### config.mk
export PLATFORM = sky130hd
export DESIGN_NAME = bgm_player
export DESIGN_NICKNAME = d
export VERILOG_FILES = /design/src/rtl/bgm_player.sv
export SDC_FILE = /design/constraint.sdc
export NUM_CORES = 1
export LEC_CHECK = 0
export CAP_MARGIN = 20
export CORE_ASPECT_RATIO = 1.25
export CORE_MARGIN = 2
export CORE_UTILIZATION = 25
export CTS_CLUSTER_DIAMETER = 50
export DETAILED_ROUTE_END_ITERATION = 12
export SYNTH_ARGS = -nofsm -noshare
export SYNTH_HDL_FRONTEND = slang
export SYNTH_SLANG_ARGS = --single-unit
### constraint.sdc
create_clock -name clk -period 10.2 [get_ports clk]
set_clock_uncertainty 0.05 [all_clocks]
set_input_delay 1.53 -clock clk [delete_from_list [all_inputs] [get_ports clk]]
set_output_delay 1.53 -clock clk [all_outputs]
set_load 0.02 [all_outputs]
### src/rtl/bgm_player.sv
`default_nettype none
// ============================================================================
// Module   : bgm_player
// Purpose  : Reads 12-bit note words (H[11:4] half-period code, B[3:0] beats)
//            from a synchronous ROM and drives a square-wave buzzer.
//            Define BGM_LOOP_EN to restart the song instead of stopping.
// Revision : 1.0 - initial release
// ============================================================================
module bgm_player #(
    parameter int ADDR_WIDTH  = 16,
    parameter int DATA_WIDTH  = 12,
    parameter int BEAT_CYCLES = 12500000,
    parameter int TONE_UNIT   = 200
) (
    input  logic                  clk,
    input  logic                  rst,
    input  logic                  start,
    input  logic                  pause,
    output logic                  rom_en,
    output logic [ADDR_WIDTH-1:0] rom_addr,
    input  logic [DATA_WIDTH-1:0] rom_data,
    output logic                  buzzer,
    output logic                  playing,
    output logic                  done
);

    localparam int c_CYC_W  = (BEAT_CYCLES > 1) ? $clog2(BEAT_CYCLES) : 1;
    localparam int c_TONE_W = 8 + $clog2(TONE_UNIT + 1);
    localparam logic [c_CYC_W-1:0]  c_CYC_LAST  = c_CYC_W'(BEAT_CYCLES - 1);
    localparam logic [c_TONE_W-1:0] c_TONE_UNIT = c_TONE_W'(TONE_UNIT);
`ifdef BGM_LOOP_EN
    localparam logic c_LOOP = 1'b1;
`else
    localparam logic c_LOOP = 1'b0;
`endif

    localparam logic [2:0] S_IDLE  = 3'd0;
    localparam logic [2:0] S_FETCH = 3'd1;
    localparam logic [2:0] S_LATCH = 3'd2;
    localparam logic [2:0] S_PLAY  = 3'd3;
    localparam logic [2:0] S_END   = 3'd4;

    logic [2:0]            r_state;
    logic [ADDR_WIDTH-1:0] r_addr;
    logic [7:0]            r_half;
    logic [3:0]            r_beats;
    logic [3:0]            r_beat_cnt;
    logic [c_CYC_W-1:0]    r_cyc_cnt;
    logic [c_TONE_W-1:0]   r_tone_cnt;
    logic                  r_phase;
    logic                  r_rom_en;
    logic                  r_buzzer;
    logic                  r_playing;
    logic                  r_done;

    logic [c_TONE_W-1:0]   w_tone_last;
    logic [3:0]            w_beats_in;
    logic                  w_beat_wrap;
    logic                  w_note_end;
    logic                  w_tone_wrap;
    logic                  w_phase_next;
    logic                  w_song_over;

    assign w_tone_last  = c_TONE_W'(r_half) * c_TONE_UNIT - c_TONE_W'(1);
    assign w_beats_in   = (rom_data[3:0] == 4'd0) ? 4'd1 : rom_data[3:0];
    assign w_beat_wrap  = (r_cyc_cnt == c_CYC_LAST);
    assign w_note_end   = w_beat_wrap && ((r_beat_cnt + 4'd1) == r_beats);
    assign w_tone_wrap  = (r_half != 8'd0) && (r_tone_cnt == w_tone_last);
    // The phase survives a pause; only the visible buzzer is gated.
    assign w_phase_next = (r_half != 8'd0) && (r_phase ^ w_tone_wrap);
    assign w_song_over  = ((r_state == S_LATCH) && (rom_data == '0)) ||
                          ((r_state == S_PLAY) && !pause && w_note_end && (r_addr == '1));

    always_ff @(posedge clk) begin
        if (rst) begin
            r_state    <= S_IDLE;
            r_addr     <= '0;
            r_half     <= 8'd0;
            r_beats    <= 4'd0;
            r_beat_cnt <= 4'd0;
            r_cyc_cnt  <= '0;
            r_tone_cnt <= '0;
            r_phase    <= 1'b0;
            r_rom_en   <= 1'b0;
            r_buzzer   <= 1'b0;
            r_playing  <= 1'b0;
            r_done     <= 1'b0;
        end else begin
            r_rom_en <= 1'b0;
            r_done   <= 1'b0;
            case (r_state)
                S_IDLE: begin
                    if (start) begin
                        r_addr    <= '0;
                        r_rom_en  <= 1'b1;
                        r_playing <= 1'b1;
                        r_state   <= S_FETCH;
                    end
                end
                S_FETCH: r_state <= S_LATCH;
                S_LATCH: begin
                    r_half     <= rom_data[11:4];
                    r_beats    <= w_beats_in;
                    r_beat_cnt <= 4'd0;
                    r_cyc_cnt  <= '0;
                    r_tone_cnt <= '0;
                    r_phase    <= 1'b0;
                    r_buzzer   <= 1'b0;
                    r_state    <= S_PLAY;
                end
                S_PLAY: begin
                    if (pause) begin
                        r_buzzer <= 1'b0;
                    end else begin
                        r_cyc_cnt <= w_beat_wrap ? '0 : r_cyc_cnt + c_CYC_W'(1);
                        if (w_beat_wrap) begin
                            r_beat_cnt <= r_beat_cnt + 4'd1;
                        end
                        r_tone_cnt <= (r_half == 8'd0 || w_tone_wrap) ? '0 : r_tone_cnt + c_TONE_W'(1);
                        r_phase    <= w_phase_next;
                        r_buzzer   <= w_phase_next;
                        if (w_note_end) begin
                            r_buzzer <= 1'b0;
                            r_addr   <= r_addr + ADDR_WIDTH'(1);
                            r_rom_en <= 1'b1;
                            r_state  <= S_FETCH;
                        end
                    end
                end
                S_END:   r_state <= S_IDLE;
                default: r_state <= S_IDLE;
            endcase

            // End marker or address wrap: restart or stop, overriding the above.
            if (w_song_over) begin
                r_buzzer <= 1'b0;
                if (c_LOOP) begin
                    r_addr   <= '0;
                    r_rom_en <= 1'b1;
                    r_state  <= S_FETCH;
                end else begin
                    r_addr    <= r_addr;
                    r_rom_en  <= 1'b0;
                    r_done    <= 1'b1;
                    r_playing <= 1'b0;
                    r_state   <= S_END;
                end
            end
        end
    end

    assign rom_en   = r_rom_en;
    assign rom_addr = r_addr;
    assign buzzer   = r_buzzer;
    assign playing  = r_playing;
    assign done     = r_done;

endmodule
`default_nettype wire

; Word-level counts from Yosys, hierarchy flattened
; Cells that the tools add are included.
[op_classes]
bitwise = 2
n_eq_ne = 14
n_reduce_logical = 24
add_sub_neg = 5
mul = 1
mux = 29
[ops]
columns = cell, count
row1 = 16-bit 2-to-1 mux, 5
row2 = 16-bit case mux with 2 select lines, 2
row3 = 24-bit 2-to-1 mux, 2
row4 = 24-bit case mux with 2 select lines, 1
row5 = 16-bit by 1-bit adder with 16-bit output (second input constant), 2
row6 = 24-bit by 1-bit adder with 24-bit output (second input constant), 1
row7 = 24-bit equality test (second input constant), 1
row8 = 16-bit equality test, 1
row9 = 16-bit equality test (second input constant), 1
row10 = 16-bit by 1-bit subtractor with 16-bit output (second input constant), 1
row11 = 8-bit by 5-bit multiplier with 13-bit output (second input constant), 1
row12 = 12-bit zero test, 1
row13 = 3-bit 2-to-1 mux, 4
row14 = 4-bit 2-to-1 mux, 3
row15 = 3-bit case mux with 4 select lines, 1
row16 = 3-bit inequality test (second input constant), 3
row17 = 3-bit AND reduction, 3
row18 = 8-bit zero test, 1
row19 = 2-bit inequality test (second input constant), 4
row20 = 4-bit case mux with 2 select lines, 1
row21 = 8-bit nonzero test, 1
row22 = 1-bit logical AND, 7
row23 = 1-bit 2-to-1 mux, 7
row24 = 3-bit by 2-bit equality test with 1-bit output (second input constant), 2
row25 = other kinds (14), 19
[word_totals]
wordCells = 88
inputBits = 16
regBits = 80

; Logic depth before layout (Yosys ltp)
; Gate-level depths: netlist (run 1).
[depth]
word_depth = 9
depth_mapped = 17

; Least setup slack after synthesis (run 1)
; Ideal clock, no wire load.
[synth_path]
path_type = register to register
from = register r_half[2]
to = register r_tone_cnt[14]
path_buffers = 2
required_ns = 10.033
path_stages_with_launch = 16
arrival_ns = 3.880
setup_slack_ns = 6.152
cell_sequence = dfxtp_1 inv_1 ha_1 ha_1 fa_1 ha_1 a211oi_1 nor3b_1 or2_1 nor3b_1 xnor3_1 nor4bb_1 o31ai_1 buf_2 buf_2 a32o_1
[synth_via]
elab_chain_cells = 8
word_cells_on_any_way = 10
cone_classes = add/sub (1) / mul (1) / eq/ne (1) / mux (3) / reduce/logical (4)
[synth_lines]
columns = element, line_no
row1 = "start, declared", 45  ; logic [7:0] r_half;
row2 = "start signal, assigned", 102  ; r_half <= rom_data[11:4];
row3 = 8-bit by 5-bit multiplier with 13-bit output, 64  ; assign w_tone_last = c_TONE_W'(r_half) * c_TONE_UNIT - c_TONE_W'(1);
row4 = 16-bit by 1-bit subtractor with 16-bit output, 64
row5 = 16-bit equality test, 68  ; assign w_tone_wrap = (r_half != 8'd0) && (r_tone_cnt == w_tone_last);
row6 = 1-bit logical AND, 68
row7 = 1-bit logical OR *, 119  ; r_tone_cnt <= (r_half == 8'd0 || w_tone_wrap) ? '0 : r_tone_cnt + c_TONE_W'(1);
row8 = 16-bit 2-to-1 mux *, 119
row9 = 16-bit 2-to-1 mux *, 112  ; if (pause) begin
row10 = 16-bit case mux with 2 select lines *, 91  ; case (r_state)
row11 = "end signal, assigned", 119
row12 = "end, declared", 49  ; logic [c_TONE_W-1:0] r_tone_cnt;
; Mark *: on every way between the ends. The rest lies on a longest branch, timed or not. The select of a mux whose other input is x is not followed.
; A chain may end at the register's enable or synchronous reset.

; Worst setup path after layout (run 1)
[layout_path]
from = register r_half[2]
to = register r_buzzer (netlist: buzzer)
[layout_via]
elab_chain_cells = 9
word_cells_on_any_way = 10
cone_classes = add/sub (1) / mul (1) / eq/ne (1) / mux (3) / bitwise (1) / reduce/logical (3)
[layout_lines]
columns = element, line_no
row1 = 8-bit by 5-bit multiplier with 13-bit output, 64
row2 = 16-bit by 1-bit subtractor with 16-bit output, 64
row3 = 16-bit equality test, 68
row4 = 1-bit logical AND, 68
row5 = 1-bit bitwise XOR, 70  ; assign w_phase_next = (r_half != 8'd0) && (r_phase ^ w_tone_wrap);
row6 = 1-bit logical AND *, 70
row7 = 1-bit 2-to-1 mux *, 122  ; if (w_note_end) begin
row8 = 1-bit 2-to-1 mux *, 112
row9 = 1-bit case mux with 2 select lines *, 91
row10 = "end signal, assigned", 121  ; r_buzzer <= w_phase_next;
row11 = "end, declared", 52  ; logic r_buzzer;
; Mark *: on every way between the ends. The rest lies on a longest branch, timed or not.

==> metrics, run 1 <==
outcome=finished, final reports clean; Rows=57; Post-CTS Resized=0; Initial Utilization=~26%; CTS clk-pin slew, worst paths=around 0.060 ns; Syn Std Cell Area=4990 um^2; initial antenna violation count=0; Synth Net Count=about 660; Slew @ Worst Pin=between 1 and 1.5 ns; share of layout cells above drive strength 1=under 10%; flops & latches, synth=80; Layout Utilization=between 30% and 40%; core area=about 20000 um^2; Die Y-Extent=approximately 160 um; Final Critical Period=between 4 and 5 ns; Total Routed Length=approximately 11000 um; largest net degree at the start of global routing=51; CTS tree=built; Startpoint Class=flop; register area=between 1500 and 2000 um^2; Total GRT Usage=between 10% and 20%; vias in the first global route=4189; Min-Delay Path Class=reg -> reg; CP Capture Type=flop; Post-CTS Setup Repair Bufs=0; Via Count=around 4300; Top FF cell, synth=dfxtp_1; fin crit share=47.1%; fillcell total=about 2200; placed insts=slightly below 900; DPL Wire Length=8370 um; count of flip-flops with a built-in enable after synthesis=0; # Max-Cap Violations=0; Max Clk Rate=between 200 and 250 MHz; Crit Path Max Fanout=29; drt pass-1 iters=6; WL/cell=about 13 um; Final setup viols=0; Pwr Total=roughly 0.00076 W; Warnings, synthesis=0; clock latency on the worst-skew pair=between 0.3 and 0.4 ns; first-pass GRT wire length=between 15000 and 20000 um; Worst path max stage delay=0.95 ns; crit path DAT=~5 ns; Overflow after GRT=0; 1st-iter DRT viols=about 140; unrepaired setup endpoints after global routing=false; crit-path cells=inv_1 -> ha_1 -> ha_1 -> fa_1 -> ha_1 -> a211oi_1 -> nor3b_1 -> o211ai_1 -> nor4_1 -> xnor2_1 -> nor3_1 -> o31ai_4 -> mux2i_1 -> o21ai_0; clock sinks=80; die width=roughly 130 um; library cells used by synthesis=between 60 and 70; WP data required=10.37 ns; routability cong.=between 0.8 and 0.9; H-tree levels=3; Cells after Synth=approximately 600; PD cells=129 nW/um^2; maximum clock path buffer count=2; Leak Pwr=roughly 2.3 nW; DRC errors left=0; # nets final=687; Area growth, synth to finish=18.2%; Antenna Violating Nets Remaining=0; vias per cell=around 4.8; Slew Limit Fails=0; I/O pin total=36; CP Buf/Inv Count=1; final hold violation count=0; ys async rst share=0%; Critical-path top delay cell=o31ai_4; IO Port Bufs=35; cell family with most CP delay=adder cells; clk root buf=clkbuf_16; Slew Limit Headroom=roughly 28%; critical path class=reg -> reg; crit-path most repeated cell=ha_1; sequential-to-total area share from yosys stat=about 32%; VDD IR max=approximately 110 uV; hold buffer count at cts=0; total CTS buffers=9; Die Area=roughly 21000 um^2; multi-input logic area=approximately 3300 um^2; setup_tns=0 ns; Avg Cell Area, Syn=a little over 8 um^2; ant diodes=0; Finished Layout Cells=901
area by class of cell:
cell class	instances	area share, %
Timing Repair Buffer	37	6.19
Multi-Input combinational cell	488	55.1
Clock buffer	13	4.58
Tap cell	265	5.62
Inverter	15	0.954
Sequential cell	80	27.1
Clock inverter	3	0.403
path summary, 6_finish.rpt:
| check | start | slack, ns | endpoint | depth (start not counted) |
|---|---|---|---|---|
| min reg2reg | r_beats[2] | 0.42 | r_beats[2] | 2 |
| max reg2reg | r_half[2] | 5.40 | buzzer | 14 |
| min | r_beats[2] | 0.42 | r_beats[2] | 2 |
| max | r_half[2] | 5.40 | buzzer | 14 |
report_power, final:
| group | internal, W | switching [W] |
|---|---|---|
| clock network | 0.000186 | 0.000135 |
| logic | 0.0000521 | 0.0000680 |
| registers | 0.000317 | 0.00000561 |
| total | 0.000555 | 0.000208 |
layout by cell type, fill, tap and decap left out, types with 3 or more instances in the layout:
cell and count:
or3_1 6, or2_2 4, ha_1 37, a31oi_1 17
clkdlybuf4s50_1 35, nand4_1 20, nand3b_1 6, a211oi_1 5
nor4bb_1 3, nor2b_1 12, xnor3_1 3, nor4_1 7
and2_1 7, xnor2_1 18, and3_1 22, clkbuf_8 3
o22ai_1 4, nor3b_1 6, xor2_1 32, nor2_1 69
and4_1 5, a21oi_1 39, nor3_1 19, or4_1 5
nand3_1 16, nor4b_1 6, clkbuf_16 9, fa_1 3
inv_1 15, nand2_1 61, o21ai_0 17, nand2b_1 7
dfxtp_1 80
registers in the layout, indices dropped and copies added (netlist names):
name and cells:
rom_addr 16, r_state 3, done 1, r_half 8
r_cyc_cnt 24, r_beat_cnt 4, rom_en 1, r_phase 1
buzzer 1, playing 1, r_tone_cnt 16, r_beats 4
layer usage:
| layer | share of wire [%] | routed length, um | GRT usage (%) | up-vias |
|---|---|---|---|---|
| li1 | - | - | - | 2227 |
| met1 | 47 | 5430 | 14.0 | 2037 |
| met2 | 48 | 5440 | 19.4 | 45 |
| met3 | 2.5 | 282 | 1.78 | 19 |
| met4 | 2.6 | 293 | 5.61 | 0 |
| met5 | 0 | 0 | 0 | - |
synthesized netlist by cell type (6+ instances only):
library cell	n	share of area, %
nand4_1	20	2.5
nor4_1	7	0.88
a21oi_1	39	3.9
dfxtp_1	80	32
xor2_1	32	5.6
ha_1	37	9.3
nor3_1	19	1.9
and3_1	22	2.8
nand2_1	61	4.6
xnor2_1	18	3.2
nor2_1	69	5.2
nand3_1	16	1.6
and2_1	7	0.88
clkbuf_1	17	1.3
inv_1	15	1.1
o21ai_0	17	1.7
nor4b_1	6	1.1
nor3b_1	6	0.90
nand2b_1	7	0.88
a31oi_1	17	2.1
or3_1	6	0.75
nor2b_1	12	1.5
nand3b_1	6	0.90
cells by family (layout without fill, tap and decap cells):
| family | count (synthesis) | in the layout | share of synthesized area (%) |
|---|---|---|---|
| muxes | 2 | 2 | 0.401 |
| and+or+nand+nor | 291 | 291 | 31.0 |
| DFF | 80 | 80 | 32.1 |
| adders and majority gates | 40 | 40 | 10.5 |
| buffers and inverters | 39 | 68 | 3.03 |
| AOI/OAI and AO/OA | 102 | 102 | 12.9 |
| xor gates and xnor gates | 53 | 53 | 10.1 |
metrics by stage:
stage | instance area, um^2 | worst slack, ns | hold WS (ns)
floorplan | 4990 | 6.15 | 0.398
global placement | 5610 | 5.51 | 0.412
detailed placement | 5610 | 5.41 | 0.415
CTS | 5900 | 5.39 | 0.424
global route | 5900 | 4.98 | 0.444
finish | 5900 | 5.40 | 0.421
worst register-to-register path: stages (launching register included):
cell and delay (ns):
dfxtp_1 0.39, inv_1 0.13, ha_1 0.31, ha_1 0.32
fa_1 0.46, ha_1 0.38, a211oi_1 0.11, nor3b_1 0.36
o211ai_1 0.23, nor4_1 0.40, xnor2_1 0.16, nor3_1 0.10
o31ai_4 0.95, mux2i_1 0.27, o21ai_0 0.09
Power figures use the tool's default switching activity.
==> run 2, diff against run 1 <==
==> constraint.sdc (replaced) <==
create_clock -name clk -period 4.2 [get_ports clk]
set_clock_uncertainty 0.05 [all_clocks]
set_input_delay 0.63 -clock clk [delete_from_list [all_inputs] [get_ports clk]]
set_output_delay 0.63 -clock clk [all_outputs]
set_load 0.02 [all_outputs]
==> run 2 against run 1 <==
Sequential power up 140%. Register-to-register slack worse by 5.3 ns. Die area unchanged. Flip-flop and latch count unchanged. Cell count up 4.0%. Routed wire length up 7.9%. Count of clock-buffer cells in the layout down 1. Worst setup slack worse by 5.3 ns. Critical endpoint is now r_phase.
==> metrics, run 2 (same netlist as run 1, synthesis figures left out) <==
Min-Delay Path Class=reg -> reg; register area=1620 um^2; multi-input logic area=approximately 3600 um^2; PD cells=slightly below 300 nW/um^2; CP Capture Type=flop; # nets final=approximately 720; critical path class=reg -> reg; H-tree levels=3; core area=19500 um^2; clock latency on the worst-skew pair=0.33 ns; vias per cell=between 4 and 5; Final setup viols=0; ant diodes=0; Worst Hold Depth=2; unrepaired setup endpoints after global routing=true; Pwr Total=about 0.0019 W; Slew Limit Fails=0; worst-case hold path end point=r_half[0]; drt pass-1 iters=5; Final Critical Period=around 4.1 ns; fin crit share=between 90% and 100%; clk root buf=clkbuf_16; initial antenna violation count=0; Fin Hold WS=roughly 0.42 ns; WP data required=4.39 ns; total CTS buffers=9; # Max-Cap Violations=0; Total Routed Length=~12000 um; IO Port Bufs=35; vias in the first global route=around 4300; Leak Pwr=approximately 2.5 nW; Die Y-Extent=around 160 um; Via Count=approximately 4500; reg2reg end=r_phase; I/O pin total=36; hold path start=r_half[0]; 1st-iter DRT viols=around 150; worst r2r path cells=15; Initial Utilization=approximately a quarter; commonest non-fill, non-tap cells in the layout=73 x dfxtp_1, 69 x nor2_1, 60 x nand2_1, 35 x a21oi_1, 35 x clkdlybuf4s50_1; routability cong.=around 0.77; final hold violation count=0; hold buffer count at cts=0; Crit Path Max Fanout=7; Total GRT Usage=a little under an eighth; maximum clock path buffer count=2; Rows=57; first-pass GRT wire length=20400 um; die width=approximately 130 um; outcome=finished, final reports clean; most common cell after layout, fill and taps aside=dfxtp_1; largest net degree at the start of global routing=24; Area growth, synth to finish=31.7%; DRC errors left=0; Die Area=21100 um^2; VDD IR max=between 200 and 250 uV; crit path DAT=about 4.3 ns; Overflow after GRT=0; Antenna Violating Nets Remaining=0; Place WS=-0.0744 ns; clock sinks=80; Startpoint Class=flop; Layout Utilization=about 34%; min setup slack post-route=between 0.06 and 0.07 ns; WL/cell=~13 um; Slew Limit Headroom=between 40% and 50%; fillcell total=around 2100; Max Clk Rate=between 200 and 250 MHz; CTS tree=built; R2R Path Start=r_half[1]; Reg with most FFs=r_cyc_cnt; max reg flops=24; Slew @ Worst Pin=between 0.8 and 0.9 ns; DPL Wire Length=between 8000 and 9000 um; setup_tns=0 ns; CTS clk-pin slew, worst paths=about 0.060 ns; share of layout cells above drive strength 1=~17%; flop-to-flop setup slack=0.07 ns
==> run 2: routing by layer <==
| metal | part of all wire (%) | wire length [um] | global-route usage (%) |
|---|---|---|---|
| met1 | 45 | 5570 | 14.4 |
| met2 | 51 | 6310 | 21.0 |
| met3 | 2.5 | 306 | 2.08 |
| met4 | 1.3 | 159 | 3.68 |
| met5 | 0 | 0 | 0 |
==> run 2: final cells by class <==
class / instances / share of cell area, %
clock buffer: 12 / 3.90
clock inverter: 4 / 0.438
inverter: 15 / 0.894
multi-input combinational: 488 / 54.7
sequential: 80 / 24.6
tap: 265 / 5.04
timing repair buffer: 73 / 10.4
==> run 2: worst max path at each step <==
stage / start / end / slack [ns] / cells past startpoint
final: r_half[1] / r_phase / 0.07 / 15
after global routing: r_half[1] / r_phase / -0.11 / 15
after CTS: r_half[1] / r_phase / 0.01 / 15
after floorplan: r_half[2] / r_tone_cnt[14] / 0.15 / 15
after global placement: r_half[2] / r_phase / 0.03 / 15
after detailed placement: r_half[2] / r_phase / -0.07 / 15
==> run 2: repair_timing <==
item	4_1_cts	5_1_grt
endpoints found under the setup margin	6	18
pin swaps	0	39
cloned	0	1
buffers inserted	0	12
gates resized for setup	7	62
==> run 2: report_power, final <==
| part | total (W) | switching [W] | internal [W] |
|---|---|---|---|
| Sequential | 0.000781 | 0.0000123 | 0.000769 |
| Clock | 0.000743 | 0.000310 | 0.000433 |
| Combinational | 0.000413 | 0.000209 | 0.000204 |
| Total | 0.00194 | 0.000532 | 0.00141 |
==> run 2: worst max-delay path: stages, from the launching register on <==
cell and delay [ns]:
dfxtp_4 0.36, buf_6 0.12, ha_4 0.16, ha_4 0.23
fa_1 0.52, ha_4 0.34, nand3_2 0.13, a221oi_2 0.30
o22ai_2 0.15, nor4_2 0.22, xnor3_1 0.29, nor4bb_4 0.30
buf_4 0.16, o31ai_4 0.11, or4_1 0.53, o311ai_1 0.08
==> run 2: per-stage QoR <==
step	area, um^2	instances
2_1_floorplan	4990	607
3_3_place_gp	5790	908
3_5_place_dp	5790	908
4_1_cts	6110	924
5_1_grt	6580	937
6_report	6580	937
